==> src/rtl/uart_bus_initiator_pkg.sv <==
// Shared definitions for the UART bus initiator: protocol tags, FSM states,
// RX byte classes and the protocol byte builder.
package uart_bus_initiator_pkg;

   // Host -> remote tags
   localparam logic [2:0] TAG_ADDR    = 3'b001;
   localparam logic [2:0] TAG_DATA    = 3'b010;
   localparam logic [2:0] TAG_EXEC_WR = 3'b011;
   localparam logic [2:0] TAG_EXEC_RD = 3'b100;
   // Remote -> host tags
   localparam logic [2:0] TAG_RDATA   = 3'b101;
   localparam logic [2:0] TAG_WACK    = 3'b110;

   typedef enum logic [2:0] {
      ST_IDLE,
      ST_SEND_ADDR,
      ST_SEND_DATA,
      ST_SEND_EXEC,
      ST_WAIT_RESP,
      ST_RESP_LO,
      ST_DONE
   } state_t;

   // Classification of a received byte, one per rx strobe
   typedef enum logic [2:0] {
      CLS_NONE,
      CLS_STREAM,
      CLS_RDATA,
      CLS_WACK,
      CLS_OTHER
   } cls_t;

   typedef struct packed {
      logic        we;
      logic [15:0] addr;
      logic [7:0]  data;
   } req_t;

   // Protocol bytes always carry bit7=1 so the remote can split them from the stream
   function automatic logic [7:0] build_byte(input logic [2:0] tag, input logic [3:0] nib);
      return {1'b1, tag, nib};
   endfunction

endpackage

==> src/rtl/uart_resp_decoder.sv <==
// Classifies each received byte into stream / RDATA / WACK / other and
// registers it, so every consumer sees the class one cycle after the rx pulse.
module uart_resp_decoder
   import uart_bus_initiator_pkg::*;
(
   input  logic       i_clk,
   input  logic       i_reset,
   input  logic [7:0] i_byte,
   input  logic       i_valid,
   output cls_t       o_cls,
   output logic [6:0] o_payload
);

   // One-cycle class strobe plus the low seven bits of the byte
   always_ff @(posedge i_clk) begin
      if (i_reset) begin
         o_cls     <= CLS_NONE;
         o_payload <= '0;
      end else begin
         o_cls <= CLS_NONE;
         if (i_valid) begin
            o_payload <= i_byte[6:0];
            if (!i_byte[7]) begin
               o_cls <= CLS_STREAM;
            end else begin
               case (i_byte[6:4])
                  TAG_RDATA: o_cls <= CLS_RDATA;
                  TAG_WACK:  o_cls <= CLS_WACK;
                  default:   o_cls <= CLS_OTHER;
               endcase
            end
         end
      end
   end

endmodule

==> src/rtl/uart_rx.sv <==
// 8N1 UART receiver. Samples mid-bit after a synchronised falling edge and
// pulses o_received_pulse for one cycle when a frame with a valid stop bit lands.
module uart_rx #(
   parameter int TICK = 217
) (
   input  logic       i_clk,
   input  logic       i_reset,
   input  logic       i_rx,
   output logic [7:0] o_data,
   output logic       o_received_pulse
);
   localparam int CW = $clog2(TICK + 1);

   logic [1:0]    sync;
   logic          rx_s;
   logic          busy;
   logic [3:0]    bit_cnt;
   logic [CW-1:0] tick_cnt;
   logic [7:0]    shift;

   assign rx_s = sync[1];

   // Two-flop synchroniser for the asynchronous serial input
   always_ff @(posedge i_clk) begin
      if (i_reset) sync <= 2'b11;
      else         sync <= {sync[0], i_rx};
   end

   // Frame sampler: half a bit to the start-bit centre, then a full bit per sample
   always_ff @(posedge i_clk) begin
      if (i_reset) begin
         busy             <= 1'b0;
         bit_cnt          <= '0;
         tick_cnt         <= '0;
         shift            <= '0;
         o_data           <= '0;
         o_received_pulse <= 1'b0;
      end else begin
         o_received_pulse <= 1'b0;
         if (!busy) begin
            if (!rx_s) begin
               busy     <= 1'b1;
               bit_cnt  <= '0;
               tick_cnt <= '0;
            end
         end else if (bit_cnt == 4'd0) begin
            if (tick_cnt == CW'(TICK / 2 - 1)) begin
               tick_cnt <= '0;
               if (rx_s) busy    <= 1'b0;   // glitch, not a start bit
               else      bit_cnt <= 4'd1;
            end else begin
               tick_cnt <= tick_cnt + CW'(1);
            end
         end else if (tick_cnt == CW'(TICK - 1)) begin
            tick_cnt <= '0;
            if (bit_cnt == 4'd9) begin
               busy <= 1'b0;
               if (rx_s) begin
                  o_data           <= shift;
                  o_received_pulse <= 1'b1;
               end
            end else begin
               shift   <= {rx_s, shift[7:1]};
               bit_cnt <= bit_cnt + 4'd1;
            end
         end else begin
            tick_cnt <= tick_cnt + CW'(1);
         end
      end
   end

endmodule

==> src/rtl/uart_tx.sv <==
// 8N1 UART transmitter. A byte is taken when i_start && o_ready; the line
// idles high and reset cuts any frame in flight.
module uart_tx #(
   parameter int TICK = 217
) (
   input  logic       i_clk,
   input  logic       i_reset,
   input  logic       i_start,
   input  logic [7:0] i_data,
   output logic       o_ready,
   output logic       o_tx
);
   localparam int CW = $clog2(TICK + 1);

   logic          busy;
   logic [8:0]    shift;
   logic [3:0]    bit_cnt;
   logic [CW-1:0] tick_cnt;

   assign o_ready = !busy;

   // Frame sequencer: bit_cnt 0 is the start bit, 1..8 data LSB first, 9 the stop bit
   always_ff @(posedge i_clk) begin
      if (i_reset) begin
         busy     <= 1'b0;
         shift    <= '1;
         bit_cnt  <= '0;
         tick_cnt <= '0;
         o_tx     <= 1'b1;
      end else if (!busy) begin
         o_tx <= 1'b1;
         if (i_start) begin
            busy     <= 1'b1;
            shift    <= {1'b1, i_data};
            bit_cnt  <= '0;
            tick_cnt <= '0;
            o_tx     <= 1'b0;
         end
      end else if (tick_cnt == CW'(TICK - 1)) begin
         tick_cnt <= '0;
         if (bit_cnt == 4'd9) begin
            busy <= 1'b0;
         end else begin
            o_tx    <= shift[0];
            shift   <= {1'b1, shift[8:1]};
            bit_cnt <= bit_cnt + 4'd1;
         end
      end else begin
         tick_cnt <= tick_cnt + CW'(1);
      end
   end

endmodule

==> src/rtl/uart_bus_initiator.sv <==
// Host-side UART bus initiator: turns local bus requests into protocol bytes
// (bit7=1), completes them from remote responses, and multiplexes a 7-bit user
// stream (bit7=0) on the same link in both directions.
// Optional response timeout: define UART_BUS_INITIATOR_TIMEOUT_EN.
module uart_bus_initiator #(
   parameter int BAUDRATE       = 115200,
   parameter int SYS_FREQ       = 25000000,
   parameter int TIMEOUT_CYCLES = 250000
) (
   input  logic        i_clk,
   input  logic        i_reset,
   input  logic        i_cs,
   input  logic        i_we,
   input  logic [15:0] i_addr,
   input  logic [7:0]  i_data,
   output logic [7:0]  o_data,
   output logic        o_ack,
   output logic        o_err,
   input  logic [6:0]  i_stream_data,
   input  logic        i_stream_valid,
   output logic        o_stream_ready,
   output logic [6:0]  o_stream_data,
   output logic        o_stream_valid,
   input  logic        i_uart_rx,
   output logic        o_uart_tx
);
   import uart_bus_initiator_pkg::*;

   localparam int TICK = SYS_FREQ / BAUDRATE;

   state_t     state, state_nx;
   req_t       req_q;
   logic [1:0] idx;
   logic [3:0] hi_q;
   logic [7:0] rd_data;

   logic       tx_ready, tx_start, tx_fire;
   logic [7:0] tx_data, proto_byte;
   logic       proto_pend, stream_go;

   logic [7:0] rx_byte;
   logic       rx_pulse;
   cls_t       rx_cls;
   logic [6:0] rx_payload;
   logic       rx_rdata, rx_wack;
   logic [3:0] rx_nib;

   uart_tx #(.TICK(TICK)) u_tx (
      .i_clk   (i_clk),
      .i_reset (i_reset),
      .i_start (tx_start),
      .i_data  (tx_data),
      .o_ready (tx_ready),
      .o_tx    (o_uart_tx)
   );

   uart_rx #(.TICK(TICK)) u_rx (
      .i_clk            (i_clk),
      .i_reset          (i_reset),
      .i_rx             (i_uart_rx),
      .o_data           (rx_byte),
      .o_received_pulse (rx_pulse)
   );

   uart_resp_decoder u_dec (
      .i_clk     (i_clk),
      .i_reset   (i_reset),
      .i_byte    (rx_byte),
      .i_valid   (rx_pulse),
      .o_cls     (rx_cls),
      .o_payload (rx_payload)
   );

   assign rx_rdata       = (rx_cls == CLS_RDATA);
   assign rx_wack        = (rx_cls == CLS_WACK);
   assign rx_nib         = rx_payload[3:0];
   assign o_stream_valid = (rx_cls == CLS_STREAM);
   assign o_stream_data  = rx_payload;

`ifdef UART_BUS_INITIATOR_TIMEOUT_EN
   localparam int TW = $clog2(TIMEOUT_CYCLES + 1);
   logic [TW-1:0] to_cnt;
   logic          timeout_hit;

   // Response watchdog: zero outside the wait states, so it starts at 0 on entry
   always_ff @(posedge i_clk) begin
      if (i_reset)                                           to_cnt <= '0;
      else if (state == ST_WAIT_RESP || state == ST_RESP_LO) to_cnt <= to_cnt + TW'(1);
      else                                                   to_cnt <= '0;
   end

   assign timeout_hit = (state == ST_WAIT_RESP || state == ST_RESP_LO) &&
                        (to_cnt == TW'(TIMEOUT_CYCLES - 1));
`endif

   // FSM state register
   always_ff @(posedge i_clk) begin
      if (i_reset) state <= ST_IDLE;
      else         state <= state_nx;
   end

   // FSM next-state logic; unexpected responses simply leave the state alone
   always_comb begin
      state_nx = state;
      unique case (state)
         ST_IDLE:      if (i_cs) state_nx = ST_SEND_ADDR;
         ST_SEND_ADDR: if (tx_fire && idx == 2'd3)
                          state_nx = req_q.we ? ST_SEND_DATA : ST_SEND_EXEC;
         ST_SEND_DATA: if (tx_fire && idx == 2'd1) state_nx = ST_SEND_EXEC;
         ST_SEND_EXEC: if (tx_fire) state_nx = ST_WAIT_RESP;
         ST_WAIT_RESP: begin
            if (req_q.we && rx_wack)        state_nx = ST_DONE;
            else if (!req_q.we && rx_rdata) state_nx = ST_RESP_LO;
         end
         ST_RESP_LO:   if (rx_rdata) state_nx = ST_DONE;
         ST_DONE:      state_nx = ST_IDLE;
         default:      state_nx = ST_IDLE;
      endcase
`ifdef UART_BUS_INITIATOR_TIMEOUT_EN
      if (timeout_hit) state_nx = ST_IDLE;
`endif
   end

   // FSM outputs: protocol byte selection, TX arbitration and bus completion
   always_comb begin
      proto_pend = 1'b0;
      proto_byte = 8'h00;
      unique case (state)
         ST_SEND_ADDR: begin
            proto_pend = 1'b1;
            case (idx)
               2'd0:    proto_byte = build_byte(TAG_ADDR, req_q.addr[15:12]);
               2'd1:    proto_byte = build_byte(TAG_ADDR, req_q.addr[11:8]);
               2'd2:    proto_byte = build_byte(TAG_ADDR, req_q.addr[7:4]);
               default: proto_byte = build_byte(TAG_ADDR, req_q.addr[3:0]);
            endcase
         end
         ST_SEND_DATA: begin
            proto_pend = 1'b1;
            proto_byte = build_byte(TAG_DATA, idx[0] ? req_q.data[3:0] : req_q.data[7:4]);
         end
         ST_SEND_EXEC: begin
            proto_pend = 1'b1;
            proto_byte = build_byte(req_q.we ? TAG_EXEC_WR : TAG_EXEC_RD, 4'h0);
         end
         default: ;
      endcase

      // Protocol owns the transmitter whenever it has a byte pending
      tx_fire        = proto_pend && tx_ready;
      stream_go      = i_stream_valid && !proto_pend && tx_ready && !i_reset;
      o_stream_ready = stream_go;
      tx_start       = proto_pend || stream_go;
      tx_data        = proto_pend ? proto_byte : {1'b0, i_stream_data};

      o_ack  = (state == ST_DONE);
      o_err  = 1'b0;
      o_data = rd_data;
`ifdef UART_BUS_INITIATOR_TIMEOUT_EN
      if (timeout_hit) begin
         o_ack  = 1'b1;
         o_err  = 1'b1;
         o_data = 8'hFF;
      end
`endif
   end

   // Request latch, nibble index and read-data assembly
   always_ff @(posedge i_clk) begin
      if (i_reset) begin
         req_q   <= '0;
         idx     <= '0;
         hi_q    <= '0;
         rd_data <= 8'h00;
      end else begin
         if (state == ST_IDLE && i_cs) begin
            req_q <= '{we: i_we, addr: i_addr, data: i_data};
            idx   <= '0;
         end else if (tx_fire) begin
            idx <= (state_nx != state) ? 2'd0 : idx + 2'd1;
         end
         if (state == ST_WAIT_RESP && !req_q.we && rx_rdata) hi_q <= rx_nib;
         if (state == ST_RESP_LO && rx_rdata) rd_data <= {hi_q, rx_nib};
      end
   end

endmodule
==> config.mk <==
export PLATFORM = sky130hd
export DESIGN_NAME = uart_bus_initiator
export DESIGN_NICKNAME = d
export VERILOG_FILES = /design/src/rtl/uart_bus_initiator_pkg.sv /design/src/rtl/uart_resp_decoder.sv /design/src/rtl/uart_rx.sv /design/src/rtl/uart_tx.sv /design/src/rtl/uart_bus_initiator.sv
export SDC_FILE = /design/constraint.sdc
export NUM_CORES = 1
export LEC_CHECK = 0
export ABC_AREA = 1
export CAP_MARGIN = 20
export CORE_MARGIN = 5
export CORE_UTILIZATION = 60
export CTS_CLUSTER_SIZE = 14
export DETAILED_ROUTE_END_ITERATION = 7
export PLACE_DENSITY = 0.83
export SYNTH_ARGS = -nofsm -noshare
export SYNTH_HDL_FRONTEND = slang
export SYNTH_HIERARCHICAL = 1
export SYNTH_SLANG_ARGS = --single-unit
==> constraint.sdc <==
create_clock -name i_clk -period 4.9 [get_ports i_clk]
set_clock_uncertainty 0.15 [all_clocks]
set_input_delay 0.49 -clock i_clk [delete_from_list [all_inputs] [get_ports i_clk]]
set_output_delay 0.49 -clock i_clk [all_outputs]
set_load 0.02 [all_outputs]
; ---- Word level (Yosys, flattened, before mapping)
; Cells that the tools add are included.
[op_classes]
n_reduce_logical = 31
n_mux = 56
eq_ne = 27
bitwise_logic = 6
addsub = 5
[ops]
columns = cell, n
row1 = two-way mux 8 bit, 9
row2 = two-way mux 4 bit, 12
row3 = two-way mux 9 bit, 4
row4 = two-way mux 3 bit, 8
row5 = case mux 8 bit (3 select lines), 1
row6 = two-way mux 1 bit, 18
row7 = case mux 3 bit (6 select lines), 1
row8 = adder 8 x 1 -> 8 bit (second input constant), 2
row9 = == test 8 bit (second input constant), 2
row10 = == test 3 bit (second input constant), 5
row11 = == test 3 x 2 -> 1 bit (second input constant), 4
row12 = logical AND 1 bit, 12
row13 = case mux 4 bit (3 select lines), 1
row14 = AND reduction 5 bit, 2
row15 = != test 3 bit (second input constant), 3
row16 = adder 4 x 1 -> 4 bit (second input constant), 2
row17 = == test 4 bit (second input constant), 2
row18 = == test 8 x 7 -> 1 bit (second input constant), 1
row19 = != test 2 bit (second input constant), 4
row20 = == test 3 x 1 -> 1 bit (second input constant), 2
row21 = NOT 1 bit, 6
row22 = case mux 3 bit (2 select lines), 1
row23 = OR reduction 3 bit, 2
row24 = OR reduction 5 bit, 1
row25 = 15 further kinds, 20
[word_totals]
in_bits = 37
wordCells = 147
register_bits = 107
out_inout_bits = 20

; ---- Longest topological paths before layout
[depth]
word_depth = 10
ltp_mapped = 11
mapped_depth_nobuf = 11

; ---- Hierarchy
; The synthesis kept the hierarchy.
[modules_own_cells]
columns = mod, cells_per_inst, seq_area_each_um2, area_per_inst_um2, instances
row1 = uart_bus_initiator, 285, 840.8, 1975.6, 1
row2 = uart_rx, 213, 640.6, 1565.3, 1
row3 = uart_tx, 181, 440.4, 1262.5, 1
row4 = uart_resp_decoder, 42, 200.2, 367.9, 1

; ---- Worst setup path before layout
; No wires, ideal clock.
[synth_path]
path_kind = input port to output port
start = in i_reset
end = out o_stream_ready
t_arrival_ns = 1.191
path_stages = 4
required_time_ns = 4.260
n_path_buf = 1
path_slack_ns = 3.069
path_cell_list = inv_1 -> clkbuf_1 -> nand3_1 -> nor2_1
[synth_between]
elab_chain_cells = 2
[synth_lines]
columns = item, line
row1 = "start, declared", uart_bus_initiator.sv:11  ; input logic i_reset,
row2 = logical NOT 1 bit, uart_bus_initiator.sv:151  ; stream_go = i_stream_valid && !proto_pend && tx_ready && !i_reset;
row3 = logical AND 1 bit, uart_bus_initiator.sv:151
row4 = "end, declared", uart_bus_initiator.sv:21  ; output logic o_stream_ready,
; Every way passes these cells.

; ---- Worst setup path after layout
[layout_path]
start = reg u_tx.busy
end = out o_stream_ready
[layout_between]
elab_chain_cells = 3
[layout_lines]
columns = item, line
row1 = "start, declared", uart_tx.sv:15  ; logic busy;
row2 = "start signal, assigned", uart_tx.sv:25  ; busy <= 1'b0;
row3 = "start signal, assigned", uart_tx.sv:33  ; busy <= 1'b1;
row4 = "start signal, assigned", uart_tx.sv:42  ; busy <= 1'b0;
row5 = logical NOT 1 bit, -
row6 = named net tx_ready, uart_bus_initiator.sv:37  ; logic tx_ready, tx_start, tx_fire;
row7 = logical AND 1 bit (2 in a row), uart_bus_initiator.sv:151
; The timed path passes the listed nets, and every way through them passes these cells.

==> out/metrics.cfg <==
[worst_setup_path]
crit_fanout=17
startpoint_type=flop
worst_ep_arrival_time_ns=2.67
worstSetupPathType=flop to primary output
required_ns=4.26
rr_worst_depth=8
worstSetupEndpointType=primary output

[hold_path]
min_path_type=flop to flop
hold-path-cell-count=1

[sta]
finalHoldViolCount=0
slew_headroom_pct=49.0
timing.hold.ws_ns=0.269
finalSetupViolations=0
drv_slew=0
setup_tns_ns=0
tightest_slew_ns=0.764
fmax_mhz=302
min_period_ns=3.31
rsz0062_at_grt=no
finalCritPeriodShare_pct=67.5

[finish]
syn_to_final_growth_pct=14.8
multi_input_area_um2=2680
nFillCells=702
layout.area.seq_um2=2120
fin_area_um2=5930
nNetsFinal=815
final_util_pct=71.5
antennaDiodeCount=0
drive_gt1_share_pct=8.71

[cts]
clock_latency_ns=0.38
ctsRootBufferMaster=clkbuf_8
htree_levels=3
cts_inserted_buffers=9
cts_resized=0
clk_transition_reported_paths_ns=0.12
cts.sinks=106
clk_path_buf_depth=2
cts_tree=done
post_cts_buffers=0
hold_buffers=0

[grt]
grt_pass1_wl_um=19900
grt_pass1_vias=4516
grt_antenna_before_repair=0
grt_overflow_total=0
track_usage_pct=23.1
grt_max_degree=39

[routing]
vias=4712
ant_nets=0
firstDrtPassIters=5
drc_errors=0
avgRoutedWirePerCell_um=13.4
drt_iter0_drc=224
avgViaCountPerCell=5.39
wirelength_um=11700

[floorplanning]
start_util_pct=62.3
die_h_um=103
core_um2=8300
die-area_um2=10600
dieWidth_um=103
io_pins=57
row_count=33

[logic_synthesis]
ys_warn_count=6
synth_nets=772
synth_seq_area_share_pct=41.0
syn_avg_cell_area_um2=7.17
ys_ff_latch=106
synth_cell_types=43
netlist_instances=721
syn_area_um2=5170

[placed_design]
postPlaceCellArea_um2=5710
dp_hpwl_um=8440
port_buffers=55
gp_congestion=0.943

[run_status]
status=finished, final reports clean

[power]
ir_drop_v=0.000165
p_leak_nw=2.49
power.density_nw_per_um2=288

[flow_run]
maxCapViolCount=0

## routing by layer
metal	wire length [µm]	vias to the layer above	GRT usage (%)
met1	5170	2169	29.1
met4	108	0	5.48
met3	592	15	4.94
met5	0	-	0
li1	-	2425	-
met2	5820	103	40.6
## power by group
part / total, W / leakage, nW / switching, W / internal [W]
clock network: 0.000568 / 0.110 / 0.000352 / 0.000216
registers: 0.000930 / 0.864 / 0.0000319 / 0.000898
logic: 0.000210 / 1.52 / 0.000125 / 0.0000849
total: 0.00171 / 2.49 / 0.000509 / 0.00120
## final timing paths
check | from | to | slack (ns)
worst max-delay path | u_tx/busy | o_stream_ready | 1.59
worst min-delay path | u_rx/sync[0] | u_rx/sync[1] | 0.27
worst max register to register | u_tx/busy | u_tx/bit_cnt[3] | 2.19
worst min register to register | u_rx/sync[0] | u_rx/sync[1] | 0.27
## logic make-up after synthesis
| family | count (synthesis) | share of synthesized area, % |
|---|---|---|
| adder cells (fa/ha/maj) | 14 | 3.39 |
| AO/OA/AOI/OAI | 119 | 12.9 |
| other | 1 | 0.0725 |
| XOR/XNOR | 6 | 1.02 |
| buffers and inverters | 83 | 7.23 |
| AND/OR/NAND/NOR | 392 | 34.3 |
| flip-flops | 106 | 41.0 |
## worst max-delay path, cell delays in order, from the launching register on
cell and delay, ns:
dfxtp_1 0.84, clkinv_1 0.56, nand3_1 0.27, nor2_1 0.07, clkdlybuf4s50_1 0.55
## cells in the final DEF (no fill, tap or decap), drive strengths merged
| cell type | Yosys | routed |
|---|---|---|
| xor2 | 4 | 4 |
| dfxtp | 106 | 106 |
| o211ai | 7 | 7 |
| nand2 | 117 | 117 |
| ha | 14 | 14 |
| clkinv | 1 | 3 |
| nand3 | 61 | 61 |
| conb | 1 | 1 |
| clkdlybuf4s50 | 0 | 55 |
| o21ai | 73 | 73 |
| or2 | 4 | 4 |
| clkbuf | 9 | 9 |
| nor4 | 1 | 1 |
| o21a | 6 | 6 |
| nor3 | 7 | 7 |
| o21bai | 1 | 1 |
| a31oi | 6 | 6 |
| buf | 16 | 2 |
| xnor2 | 2 | 2 |
| inv | 57 | 62 |
| nor2 | 190 | 190 |
| nand4 | 12 | 12 |
| a21oi | 25 | 25 |
| a221o | 1 | 1 |
## flip-flops by register name, indices dropped and copies added (netlist names), 3 cells and up
| register | cells |
|---|---|
| state | 3 |
| u_dec/o_cls | 3 |
| u_dec/o_payload | 7 |
| u_rx/o_data | 8 |
| o_data | 8 |
| u_rx/bit_cnt | 4 |
| hi_q | 4 |
| u_tx/bit_cnt | 4 |
| u_tx/shift | 8 |
| u_rx/tick_cnt | 8 |
| u_rx/shift | 8 |
| req_q | 25 |
| u_tx/tick_cnt | 8 |
## metrics by stage
stage               setup slack (ns)  instances  total power [W]
floorplan                       3.07        721          0.00110
global placement                2.10        858          0.00115
detailed placement              2.05        858          0.00116
CTS                             1.63        874          0.00172
global route                    1.41        874          0.00180
finish                          1.59        874          0.00171
## cells in the mapped netlist (all sizes together)
cell type / count / area, µm²
nor3: 7 / 62.6
xnor2: 2 / 17.5
nand4: 12 / 81.3
dfxtp: 106 / 2120
a221o: 1 / 10.0
xor2: 4 / 35.0
nand3: 61 / 355
buf: 16 / 120
a31oi: 6 / 37.5
nand2: 117 / 483
o211ai: 7 / 52.6
clkinv: 1 / 3.75
o21a: 6 / 45.0
nor4: 1 / 6.26
clkbuf: 9 / 33.8
o21bai: 1 / 7.51
nor2: 190 / 761
conb: 1 / 3.75
a21oi: 25 / 148
or2: 4 / 25.0
inv: 57 / 216
o21ai: 73 / 369
ha: 14 / 175
## layout make-up
class                   count  share of cell area, %
clock buffers               9                   2.09
multi-input cells         532                   45.1
inverters                  58                   3.71
well taps                 105                   2.21
repair buffers             57                   9.53
clock inverters             7                   1.62
flip-flops and latches    106                   35.8
No activity file was read; power rests on OpenSTA's default activity.
